<file path="config.mk">
export PLATFORM = sky130hd
export DESIGN_NAME = reg_wb_arbiter_flat
export DESIGN_NICKNAME = d
export VERILOG_FILES = /design/src/rtl/wb_pkg.sv /design/src/rtl/reg_wb_arbiter_if.sv /design/src/rtl/wb_fifo.sv /design/src/rtl/reg_wb_arbiter.sv /design/src/flat_wrapper.sv
export SDC_FILE = /design/constraint.sdc
export NUM_CORES = 1
export LEC_CHECK = 0
export BUFFER_PORTS_ARGS = -buffer_cell sky130_fd_sc_hd__buf_2
export CAP_MARGIN = 20
export CORE_UTILIZATION = 33
export CTS_CLUSTER_DIAMETER = 30
export DETAILED_ROUTE_END_ITERATION = 8
export PLACE_DENSITY = 0.54
export SYNTH_ARGS = -nofsm -noshare
export SYNTH_HDL_FRONTEND = slang
export SYNTH_SLANG_ARGS = --single-unit
</file>
<file path="constraint.sdc">
create_clock -name clk -period 2.7 [get_ports clk]
set_input_delay 0.135 -clock clk [delete_from_list [all_inputs] [get_ports clk]]
set_output_delay 0.135 -clock clk [all_outputs]
set_load 0.005 [all_outputs]
</file>
<file path="src/rtl/wb_pkg.sv">
// Shared types and widths for the register-file writeback path.
package wb_pkg;

   localparam int unsigned REG_ADDR_W = 5;
   localparam int unsigned REG_DATA_W = 32;

   localparam logic [REG_ADDR_W-1:0] REG_ZERO = 5'd31;

   typedef struct packed {
      logic [REG_ADDR_W-1:0] addr;
      logic [REG_DATA_W-1:0] data;
   } wb_entry_t;

endpackage

</file>
<file path="src/rtl/reg_wb_arbiter_if.sv">
// Producer handshakes and register-file write port of the writeback arbiter.
interface reg_wb_arbiter_if;
   import wb_pkg::*;

   logic                  alu_valid;
   logic                  alu_ready;
   logic [REG_ADDR_W-1:0] alu_addr;
   logic [REG_DATA_W-1:0] alu_data;
   logic                  ld_valid;
   logic                  ld_ready;
   logic [REG_ADDR_W-1:0] ld_addr;
   logic [REG_DATA_W-1:0] ld_data;
   logic                  WriteEnable;
   logic [REG_ADDR_W-1:0] WriteAddr;
   logic [REG_DATA_W-1:0] WriteData;
   logic                  busy;

   modport master (
      output alu_valid, alu_addr, alu_data, ld_valid, ld_addr, ld_data,
      input  alu_ready, ld_ready, WriteEnable, WriteAddr, WriteData, busy
   );

   modport slave (
      input  alu_valid, alu_addr, alu_data, ld_valid, ld_addr, ld_data,
      output alu_ready, ld_ready, WriteEnable, WriteAddr, WriteData, busy
   );

endinterface

</file>
<file path="src/rtl/wb_fifo.sv">
// Synchronous per-source FIFO of writeback entries; head is visible while non-empty.
module wb_fifo
   import wb_pkg::*;
#(
   parameter int unsigned DEPTH = 2
) (
   input  logic      clk,
   input  logic      reset,
   input  logic      push,
   input  wb_entry_t pushEntry,
   input  logic      pop,
   output wb_entry_t headEntry,
   output logic      full,
   output logic      empty
);

   localparam int unsigned PTR_W = $clog2(DEPTH);
   localparam int unsigned CNT_W = PTR_W + 1;

   wb_entry_t        mem [DEPTH];
   logic [PTR_W-1:0] wrPtr;
   logic [PTR_W-1:0] rdPtr;
   logic [CNT_W-1:0] count;
   logic             doPush;
   logic             doPop;

   assign full      = (count == CNT_W'(DEPTH));
   assign empty     = (count == '0);
   assign doPush    = push && !full;
   assign doPop     = pop && !empty;
   assign headEntry = mem[rdPtr];

   // Pointers wrap naturally; the extra count bit separates full from empty.
   always_ff @(posedge clk) begin
      if (reset) begin
         wrPtr <= '0;
         rdPtr <= '0;
         count <= '0;
      end else begin
         if (doPush) wrPtr <= wrPtr + PTR_W'(1);
         if (doPop)  rdPtr <= rdPtr + PTR_W'(1);
         count <= count + CNT_W'(doPush) - CNT_W'(doPop);
      end
   end

   always_ff @(posedge clk) begin
      if (doPush) mem[wrPtr] <= pushEntry;
   end

endmodule

</file>
<file path="src/rtl/reg_wb_arbiter.sv">
// Arbitrates ALU and load results onto the register-file write port, load first with ALU aging.
// Optional: define WB_R31_FILTER_EN to suppress write pulses to R31 (entries still drain).
module reg_wb_arbiter
   import wb_pkg::*;
#(
   parameter int unsigned DEPTH    = 2,
   parameter int unsigned MAX_WAIT = 4
) (
   input  logic             clk,
   input  logic             reset,
   reg_wb_arbiter_if.slave  bus
);

   localparam int unsigned WAIT_W = $clog2(MAX_WAIT + 1);

   wb_entry_t             aluHead;
   wb_entry_t             ldHead;
   wb_entry_t             grantEntry_c;
   logic                  aluFull, aluEmpty, ldFull, ldEmpty;
   logic                  aluPush, ldPush;
   logic                  aluGrant_c, ldGrant_c, writeGo_c;
   logic [WAIT_W-1:0]     aluWait;
   logic                  writeEnable;
   logic [REG_ADDR_W-1:0] writeAddr;
   logic [REG_DATA_W-1:0] writeData;

   assign bus.alu_ready = !aluFull && !reset;
   assign bus.ld_ready  = !ldFull && !reset;
   assign aluPush       = bus.alu_valid && bus.alu_ready;
   assign ldPush        = bus.ld_valid && bus.ld_ready;

   wb_fifo #(.DEPTH(DEPTH)) u_alu_fifo (
      .clk       (clk),
      .reset     (reset),
      .push      (aluPush),
      .pushEntry ({bus.alu_addr, bus.alu_data}),
      .pop       (aluGrant_c),
      .headEntry (aluHead),
      .full      (aluFull),
      .empty     (aluEmpty)
   );

   wb_fifo #(.DEPTH(DEPTH)) u_ld_fifo (
      .clk       (clk),
      .reset     (reset),
      .push      (ldPush),
      .pushEntry ({bus.ld_addr, bus.ld_data}),
      .pop       (ldGrant_c),
      .headEntry (ldHead),
      .full      (ldFull),
      .empty     (ldEmpty)
   );

   // Load wins unless the ALU head has waited MAX_WAIT cycles.
   always_comb begin
      aluGrant_c   = 1'b0;
      ldGrant_c    = 1'b0;
      grantEntry_c = ldHead;
      aluGrant_c   = !aluEmpty && (ldEmpty || (aluWait == WAIT_W'(MAX_WAIT)));
      ldGrant_c    = !ldEmpty && !aluGrant_c;
      if (aluGrant_c) grantEntry_c = aluHead;
`ifdef WB_R31_FILTER_EN
      writeGo_c = (aluGrant_c || ldGrant_c) && (grantEntry_c.addr != REG_ZERO);
`else
      writeGo_c = aluGrant_c || ldGrant_c;
`endif
   end

   always_ff @(posedge clk) begin
      if (reset) begin
         aluWait     <= '0;
         writeEnable <= 1'b0;
         writeAddr   <= '0;
         writeData   <= '0;
      end else begin
         writeEnable <= writeGo_c;
         if (writeGo_c) begin
            writeAddr <= grantEntry_c.addr;
            writeData <= grantEntry_c.data;
         end
         if (aluGrant_c)
            aluWait <= '0;
         else if (!aluEmpty && (aluWait != WAIT_W'(MAX_WAIT)))
            aluWait <= aluWait + WAIT_W'(1);
      end
   end

   assign bus.WriteEnable = writeEnable;
   assign bus.WriteAddr   = writeAddr;
   assign bus.WriteData   = writeData;
   assign bus.busy        = !aluEmpty || !ldEmpty || writeEnable;

endmodule

</file>
<file path="src/flat_wrapper.sv">
// flat-port wrapper written by rule: the top's interface ports become plain ports
module reg_wb_arbiter_flat import wb_pkg::*;
#(
   parameter int unsigned DEPTH    = 2,
   parameter int unsigned MAX_WAIT = 4
)
  (clk, reset, bus_alu_valid, bus_alu_addr, bus_alu_data, bus_ld_valid, bus_ld_addr, bus_ld_data, bus_alu_ready, bus_ld_ready, bus_WriteEnable, bus_WriteAddr, bus_WriteData, bus_busy);
  reg_wb_arbiter_if bus_i ();
  input  logic clk;
  input  logic reset;
  input wire logic [$bits(bus_i.alu_valid)-1:0] bus_alu_valid;
  input wire logic [$bits(bus_i.alu_addr)-1:0] bus_alu_addr;
  input wire logic [$bits(bus_i.alu_data)-1:0] bus_alu_data;
  input wire logic [$bits(bus_i.ld_valid)-1:0] bus_ld_valid;
  input wire logic [$bits(bus_i.ld_addr)-1:0] bus_ld_addr;
  input wire logic [$bits(bus_i.ld_data)-1:0] bus_ld_data;
  output wire logic [$bits(bus_i.alu_ready)-1:0] bus_alu_ready;
  output wire logic [$bits(bus_i.ld_ready)-1:0] bus_ld_ready;
  output wire logic [$bits(bus_i.WriteEnable)-1:0] bus_WriteEnable;
  output wire logic [$bits(bus_i.WriteAddr)-1:0] bus_WriteAddr;
  output wire logic [$bits(bus_i.WriteData)-1:0] bus_WriteData;
  output wire logic [$bits(bus_i.busy)-1:0] bus_busy;
  assign bus_i.alu_valid = bus_alu_valid;
  assign bus_i.alu_addr = bus_alu_addr;
  assign bus_i.alu_data = bus_alu_data;
  assign bus_i.ld_valid = bus_ld_valid;
  assign bus_i.ld_addr = bus_ld_addr;
  assign bus_i.ld_data = bus_ld_data;
  assign bus_alu_ready = bus_i.alu_ready;
  assign bus_ld_ready = bus_i.ld_ready;
  assign bus_WriteEnable = bus_i.WriteEnable;
  assign bus_WriteAddr = bus_i.WriteAddr;
  assign bus_WriteData = bus_i.WriteData;
  assign bus_busy = bus_i.busy;
  reg_wb_arbiter #(.DEPTH(DEPTH), .MAX_WAIT(MAX_WAIT)) u_core (.clk(clk), .reset(reset), .bus(bus_i));
endmodule
</file>
==> results of run 1 <==
==> logic make-up (layout without fill, tap and decap cells) <==
logic type               Yosys count  after routing
AO/OA/AOI/OAI                     45             45
XOR/XNOR                          10             10
adder cells (fa/ha/maj)            6              6
buffers and inverters             36            245
flip-flops                       199            199
multiplexers                      74             74
AND/OR/NAND/NOR                  101            101
==> worst register-to-register path, stage by stage, from the launching register on <==
cell      delay [ns]
dfxtp_1         0.37
inv_1           0.06
ha_1            0.21
nand2_1         0.10
a21o_4          0.14
clkinv_4        0.26
ha_1            0.39
inv_1           0.04
ha_1            0.26
nor2b_1         0.13
==> what timing repair did <==
item                                    in CTS  in global routing
endpoints found under the setup margin       0                  0
endpoints found under the hold margin      148                  0
hold buffers                                74                  0
==> where the power goes <==
part | switching, uW | internal [uW] | total (uW)
logic | 1380 | 1140 | 2520
registers | 312 | 3810 | 4120
clock network | 1040 | 1420 | 2460
total | 2730 | 6370 | 9100
==> path summary, 6_finish.rpt <==
path	start	to	slack (ns)	cells past startpoint
min	reset	u_core.u_ld_fifo.rdPtr$_SDFFE_PP0P_	0.07	2
max reg2reg	u_core.aluWait[0]$_SDFFE_PP0P_	u_core.u_alu_fifo.count[0]$_SDFF_PP0_	0.62	9
max	u_core.aluWait[0]$_SDFFE_PP0P_	u_core.u_alu_fifo.count[0]$_SDFF_PP0_	0.62	9
min reg2reg	u_core.bus.WriteData[8]$_SDFFE_PP0P_	u_core.bus.WriteData[8]$_SDFFE_PP0P_	0.47	1
==> layout by cell type (no fill, tap or decap), types with 2 or more instances in the layout <==
master,instances
nand2_1,76
clkbuf_1,5
clkinv_4,2
nor3_1,3
o211ai_1,2
a32o_1,37
buf_4,6
dlygate4sd3_1,74
clkbuf_8,3
ha_1,6
inv_4,2
xor2_1,3
o21a_1,2
buf_12,4
clkbuf_16,20
xnor2_1,7
buf_2,118
mux2i_1,74
nor2_1,11
edfxtp_1,148
dfxtp_1,49
inv_1,10
nor2b_1,2
nor2_4,5
dfxtp_2,2
==> per-layer routing <==
layer  wire [microns]  share of wire, %  vias up
li1                 -                 -     2148
met1             6834                42     2186
met2             8522                53       93
met3              673               4.2       11
met4              126              0.78        0
met5                0                 0        -
==> through the flow <==
stage          util, %  instances  hold slack (ns)
2_1_floorplan        -        471           0.2066
3_3_place_gp     38.07        854           0.3230
3_5_place_dp     38.07        854           0.3268
4_1_cts          44.12        960          0.04497
5_1_grt          44.12        960          0.05140
6_report         44.12        960          0.06635
==> layout make-up <==
| class | instances | area (sq um) |
|---|---|---|
| fillers | 1981 | 12270 |
| flip-flops and latches | 199 | 5468 |
| multi-input cells | 236 | 1780 |
| repair buffers | 202 | 1456 |
| clock buffers | 28 | 560.5 |
| well taps | 280 | 350.3 |
| inverters | 11 | 46.29 |
| clock inverters | 4 | 26.28 |
==> flip-flops by register name, indices dropped and copies added (netlist names), named ones only <==
name                     count
u_core.bus.WriteData        32
u_core.u_ld_fifo.count       2
u_core.u_alu_fifo.mem       74
u_core.bus.WriteAddr         5
u_core.bus.WriteEnable       1
u_core.u_ld_fifo.mem        74
u_core.u_ld_fifo.wrPtr       1
u_core.aluWait               3
u_core.u_ld_fifo.rdPtr       1
u_core.u_alu_fifo.rdPtr      1
u_core.u_alu_fifo.count      2
u_core.u_alu_fifo.wrPtr      1
==> impl_metrics.yaml, run 1 <==
outcome:
  status: "finished with violations"
  violations: "design-rule violations"
final_layout:
  n_antenna_cell: 0
  stdcell_area_sq_um: 9688
  drive_gt1_share_pct: 24.56
  fin_nets: 751
  syn_to_final_growth_pct: 30.20
die:
  ios: 119
  num_rows: 54
  core-area_sq_um: 21960
  fp.dieW_microns: 152.2
  dieHeight_microns: 152.2
  dieArea_sq_um: 23150
  start_util_pct: 33.89
timing:
  fin_skew_ns: 0.009305
  relSlewSlack_pct: 41.72
  post-route-min-period_ns: 2.084
  final_hold_viol_count: 0
  tightestPinTransition_ns: 0.8742
  fmax_mhz: 479.9
  fin_setup_tns_ns: 0
  setup_viol: 0
  timing.final.crit_share_pct: 77.18
  maxSlewViolCount: 0
  rsz0062_at_grt: "false"
  fin_ws_ns: 0.6161
synthesis:
  syn_nets: 555
  async_reset_ff_share_pct: 0
  synth_compound_area_share_pct: 5.835
  synthAdderAreaFrac_pct: 1.009
  postSynthAreaPerCell_sq_um: 15.80
  synthSimpleGateAreaFrac_pct: 5.431
  synth_area_leaders: "edfxtp_1 (60%), dfxtp_1 (14%), mux2i_1 (10%)"
  synth_seq_cells: 199
  synth-edff-count: 148
  synth_top_family_by_area: "multiplexers"
  synth_common_cells: "edfxtp_1 (148), nand2_1 (76), mux2i_1 (74)"
  synthXorXnorAreaFrac_pct: 1.177
  yosysSeqAreaShare_pct: 73.45
  synth_top_area_share_pct: 59.73
  synthCells: 471
  yosysMostFrequentCell: "edfxtp_1"
  synthMuxAreaShare_pct: 9.955
  ys_warn_count: 0
  syn-cell-area_sq_um: 7441
  yosysTopAreaCell: "edfxtp_1"
  ys_types: 27
  synthFlopType: "edfxtp_1"
worst_setup_path:
  crit_type: "reg2reg"
  cpMostUsedCell: "ha_1"
  max_stage_delay_ns: 0.39
  cp-start-kind: "register"
  critPathSlowestCell: "ha_1"
  worstSetupEndpointType: "register"
  crit_buf_inv: 3
  cp_top_family: "adder cells"
  crit_chain: "inv_1 -> ha_1 -> nand2_1 -> a21o_4 -> clkinv_4 -> ha_1 -> inv_1 -> ha_1 -> nor2b_1"
  arrival_ns: 2.39
  cp.required_ns: 3.01
  crit_path_max_fanout: 42
global_routing:
  grt.busiest_layer: "met2"
  antenna_found_initial: 0
  grt_max_degree: 43
  first_global_vias: 4789
  grt_pass1_wl_microns: 25650
  grt_usage_pct: 14.70
  overflow: 0
  grt_use_met2_pct: 26.75
  use_met1_pct: 16.82
  use_met3_pct: 4.352
pwr:
  p_per_area_nw_per_um2: 939.7
  p_leak_uw: 0.003603
  ir_drop_mv: 0.4405
  finalPower_uw: 9104
clocking:
  numCtsBuffers: 17
  clkSinkCount: 199
  cts_setup_buffers: 0
  cts_max_level: 4
  ctsResizeCount: 0
  path_clk_slew_ns: 0.07
  tritoncts: "built"
  clk_latency_ns: 0.43
  clockBufferDepth: 2
  cts_root_buf: "clkbuf_16"
placement:
  placed_area_sq_um: 8361
  gp_congestion: 0.7122
  pre_cts_ws_ns: 0.5949
  io_buffers: 118
  dp_hpwl_microns: 10160
routing:
  routed_wl_microns: 16160
  final_antenna_net_count: 0
  post_drt_via_cell_ratio: 4.623
  vias: 4438
  drcViolationCount: 8
  drt_pass1_iterations: 7
  drt_iter0_markers: 186
  routedWlPerCell_microns: 16.83
hold_path:
  hold_class: "in2reg"
flow_run:
  maxCapViolCount: 0
No activity file was read; power rests on OpenSTA's default activity.
==> inputs of run 2 (changes only) <==
- PLACE_DENSITY: 0.54 -> 0.52
- clock period: 2.7 -> 2.2 ns (I/O delays scaled with it)
==> impl_metrics.yaml, run 2 (synthesis results as in run 1) <==
outcome:
  status: "finished with violations"
  violations: "design-rule violations"
worst_setup_path:
  crit_path_max_fanout: 3
  worstSetupEndpointType: "register"
  cp.required_ns: 2.50
  cp-start-kind: "register"
  startpoint: "u_core.aluWait[0]$_SDFFE_PP0P_"
  rr_startpoint: "u_core.aluWait[0]$_SDFFE_PP0P_"
  crit_type: "reg2reg"
  arrival_ns: 2.22
timing:
  post-route-min-period_ns: 1.916
  final_hold_viol_count: 0
  fin_hold_ws_ns: 0.05505
  relSlewSlack_pct: 64.97
  setup_viol: 0
  fin_setup_tns_ns: 0
  fmax_mhz: 521.9
  maxSlewViolCount: 0
  rsz0062_at_grt: "false"
  fin_skew_ns: 0.01079
  tightestPinTransition_ns: 0.5242
  timing.final.crit_share_pct: 87.09
final_layout:
  n_antenna_cell: 0
  n_fill_cell: 1956
  fin_cells: 973
  syn_to_final_growth_pct: 32.02
  layout_common_cells: "edfxtp_1 (148), buf_2 (118), nand2_1 (76), mux2i_1 (74), dlygate4sd3_1 (74)"
  stdcell_area_sq_um: 9823
  fin_nets: 764
  drive_gt1_share_pct: 26.26
  layout_commonest_cell: "edfxtp_1"
clocking:
  cts_max_level: 4
  clockBufferDepth: 2
  path_clk_slew_ns: 0.07
  cts_setup_buffers: 0
  tritoncts: "built"
  cts_root_buf: "clkbuf_16"
  numCtsBuffers: 17
  clkSinkCount: 199
  ctsResizeCount: 0
  clk_latency_ns: 0.43
  cts_hold_buf: 74
hold_path:
  min_from: "reset"
  hold_class: "in2reg"
die:
  dieArea_sq_um: 23150
  num_rows: 54
  start_util_pct: 33.89
  dieHeight_microns: 152.2
  ios: 119
  fp.dieW_microns: 152.2
  core-area_sq_um: 21960
routing:
  drt_pass1_iterations: 9
  routedWlPerCell_microns: 16.64
  drt_iter0_markers: 194
  vias: 4451
  final_antenna_net_count: 0
  drcViolationCount: 4
  post_drt_via_cell_ratio: 4.575
  routed_wl_microns: 16190
pwr:
  p_leak_uw: 0.003676
  p_seq_share_pct: 43.8
  p_per_area_nw_per_um2: 1166
  p_int_uw: 7985
  netSwitchingPower_uw: 3466
  combPwrFrac_pct: 28.7
  clkPwrFrac_pct: 27.5
  p_sw_share_pct: 30.27
  ir_drop_mv: 0.5381
  finalPower_uw: 11450
global_routing:
  overflow: 0
  grt_max_degree: 28
  grt_pass1_wl_microns: 25170
  antenna_found_initial: 0
  first_global_vias: 4753
  grt_usage_pct: 14.44
placement:
  gp_congestion: 0.7491
  dp_hpwl_microns: 10720
  io_buffers: 118
  dp_cells: 867
  placed_area_sq_um: 8483
flow_run:
  maxCapViolCount: 0
[run 2: cell count changes in the layout (fill, tap and decap cells not counted), sizes merged]
cell      before  now
bufinv         0    3
buf          128  141
clkinvlp       0    1
clkinv         3    7
clkbuf        28   17
inv           12   15
[run 2: metrics by stage]
step,worst slack (ns),util [%]
6_report,0.2840,44.74
5_1_grt,0.1350,44.74
4_1_cts,0.2802,44.74
3_5_place_dp,0.2881,38.63
3_3_place_gp,0.3146,38.63
2_1_floorplan,-0.4041,-
[run 2: worst paths after layout]
check                                                             end  slack, ns  depth (start not counted)
worst max-delay path             u_core.u_ld_fifo.count[1]$_SDFF_PP0_       0.28                         11
worst min-delay path             u_core.u_ld_fifo.count[0]$_SDFF_PP0_       0.06                          2
worst max register to register   u_core.u_ld_fifo.count[1]$_SDFF_PP0_       0.28                         11
worst min register to register  u_core.bus.WriteData[22]$_SDFFE_PP0P_       0.46                          1
[run 2: cell type report]
type                    instances  area (sq um)  share of cell area [%]
flip-flops and latches        199          5468                   55.66
multi-input cells             236          1780                   18.13
repair buffers                215          1579                   16.07
clock buffers                  17         425.4                   4.331
well taps                     280         350.3                   3.566
clock inverters                15         173.9                   1.770
inverters                      11         46.29                  0.4713
[run 2: metal layers]
layer  wire length [microns]  part of all wire (%)  up-vias  track usage (%)
met3                     687                   4.2       13            3.840
li1                        -                     -     2178                -
met5                       0                     0        -                0
met4                     141                  0.87        0            3.790
met1                    7046                    44     2168            17.15
met2                    8311                    51       92            25.78
[run 2: critical path, cell delays in order (launching register included)]
cell and delay [ns]:
dfxtp_1 0.33, inv_1 0.06, ha_1 0.16, nand2_1 0.09, o21ai_0 0.24, inv_1 0.07, ha_1 0.27, inv_1 0.04
ha_1 0.18, xnor2_1 0.16, xnor2_1 0.14, nor2_1 0.06
[run 2: power groups by stage]
| stage | clock [uW] | combinational (uW) | sequential [uW] |
|---|---|---|---|
| floorplan | 0 | 2200 | 5030 |
| global placement | 0 | 3190 | 5080 |
| detailed placement | 0 | 3270 | 5100 |
| CTS | 3240 | 3380 | 5020 |
| global route | 3370 | 3650 | 5090 |
| finish | 3150 | 3290 | 5010 |
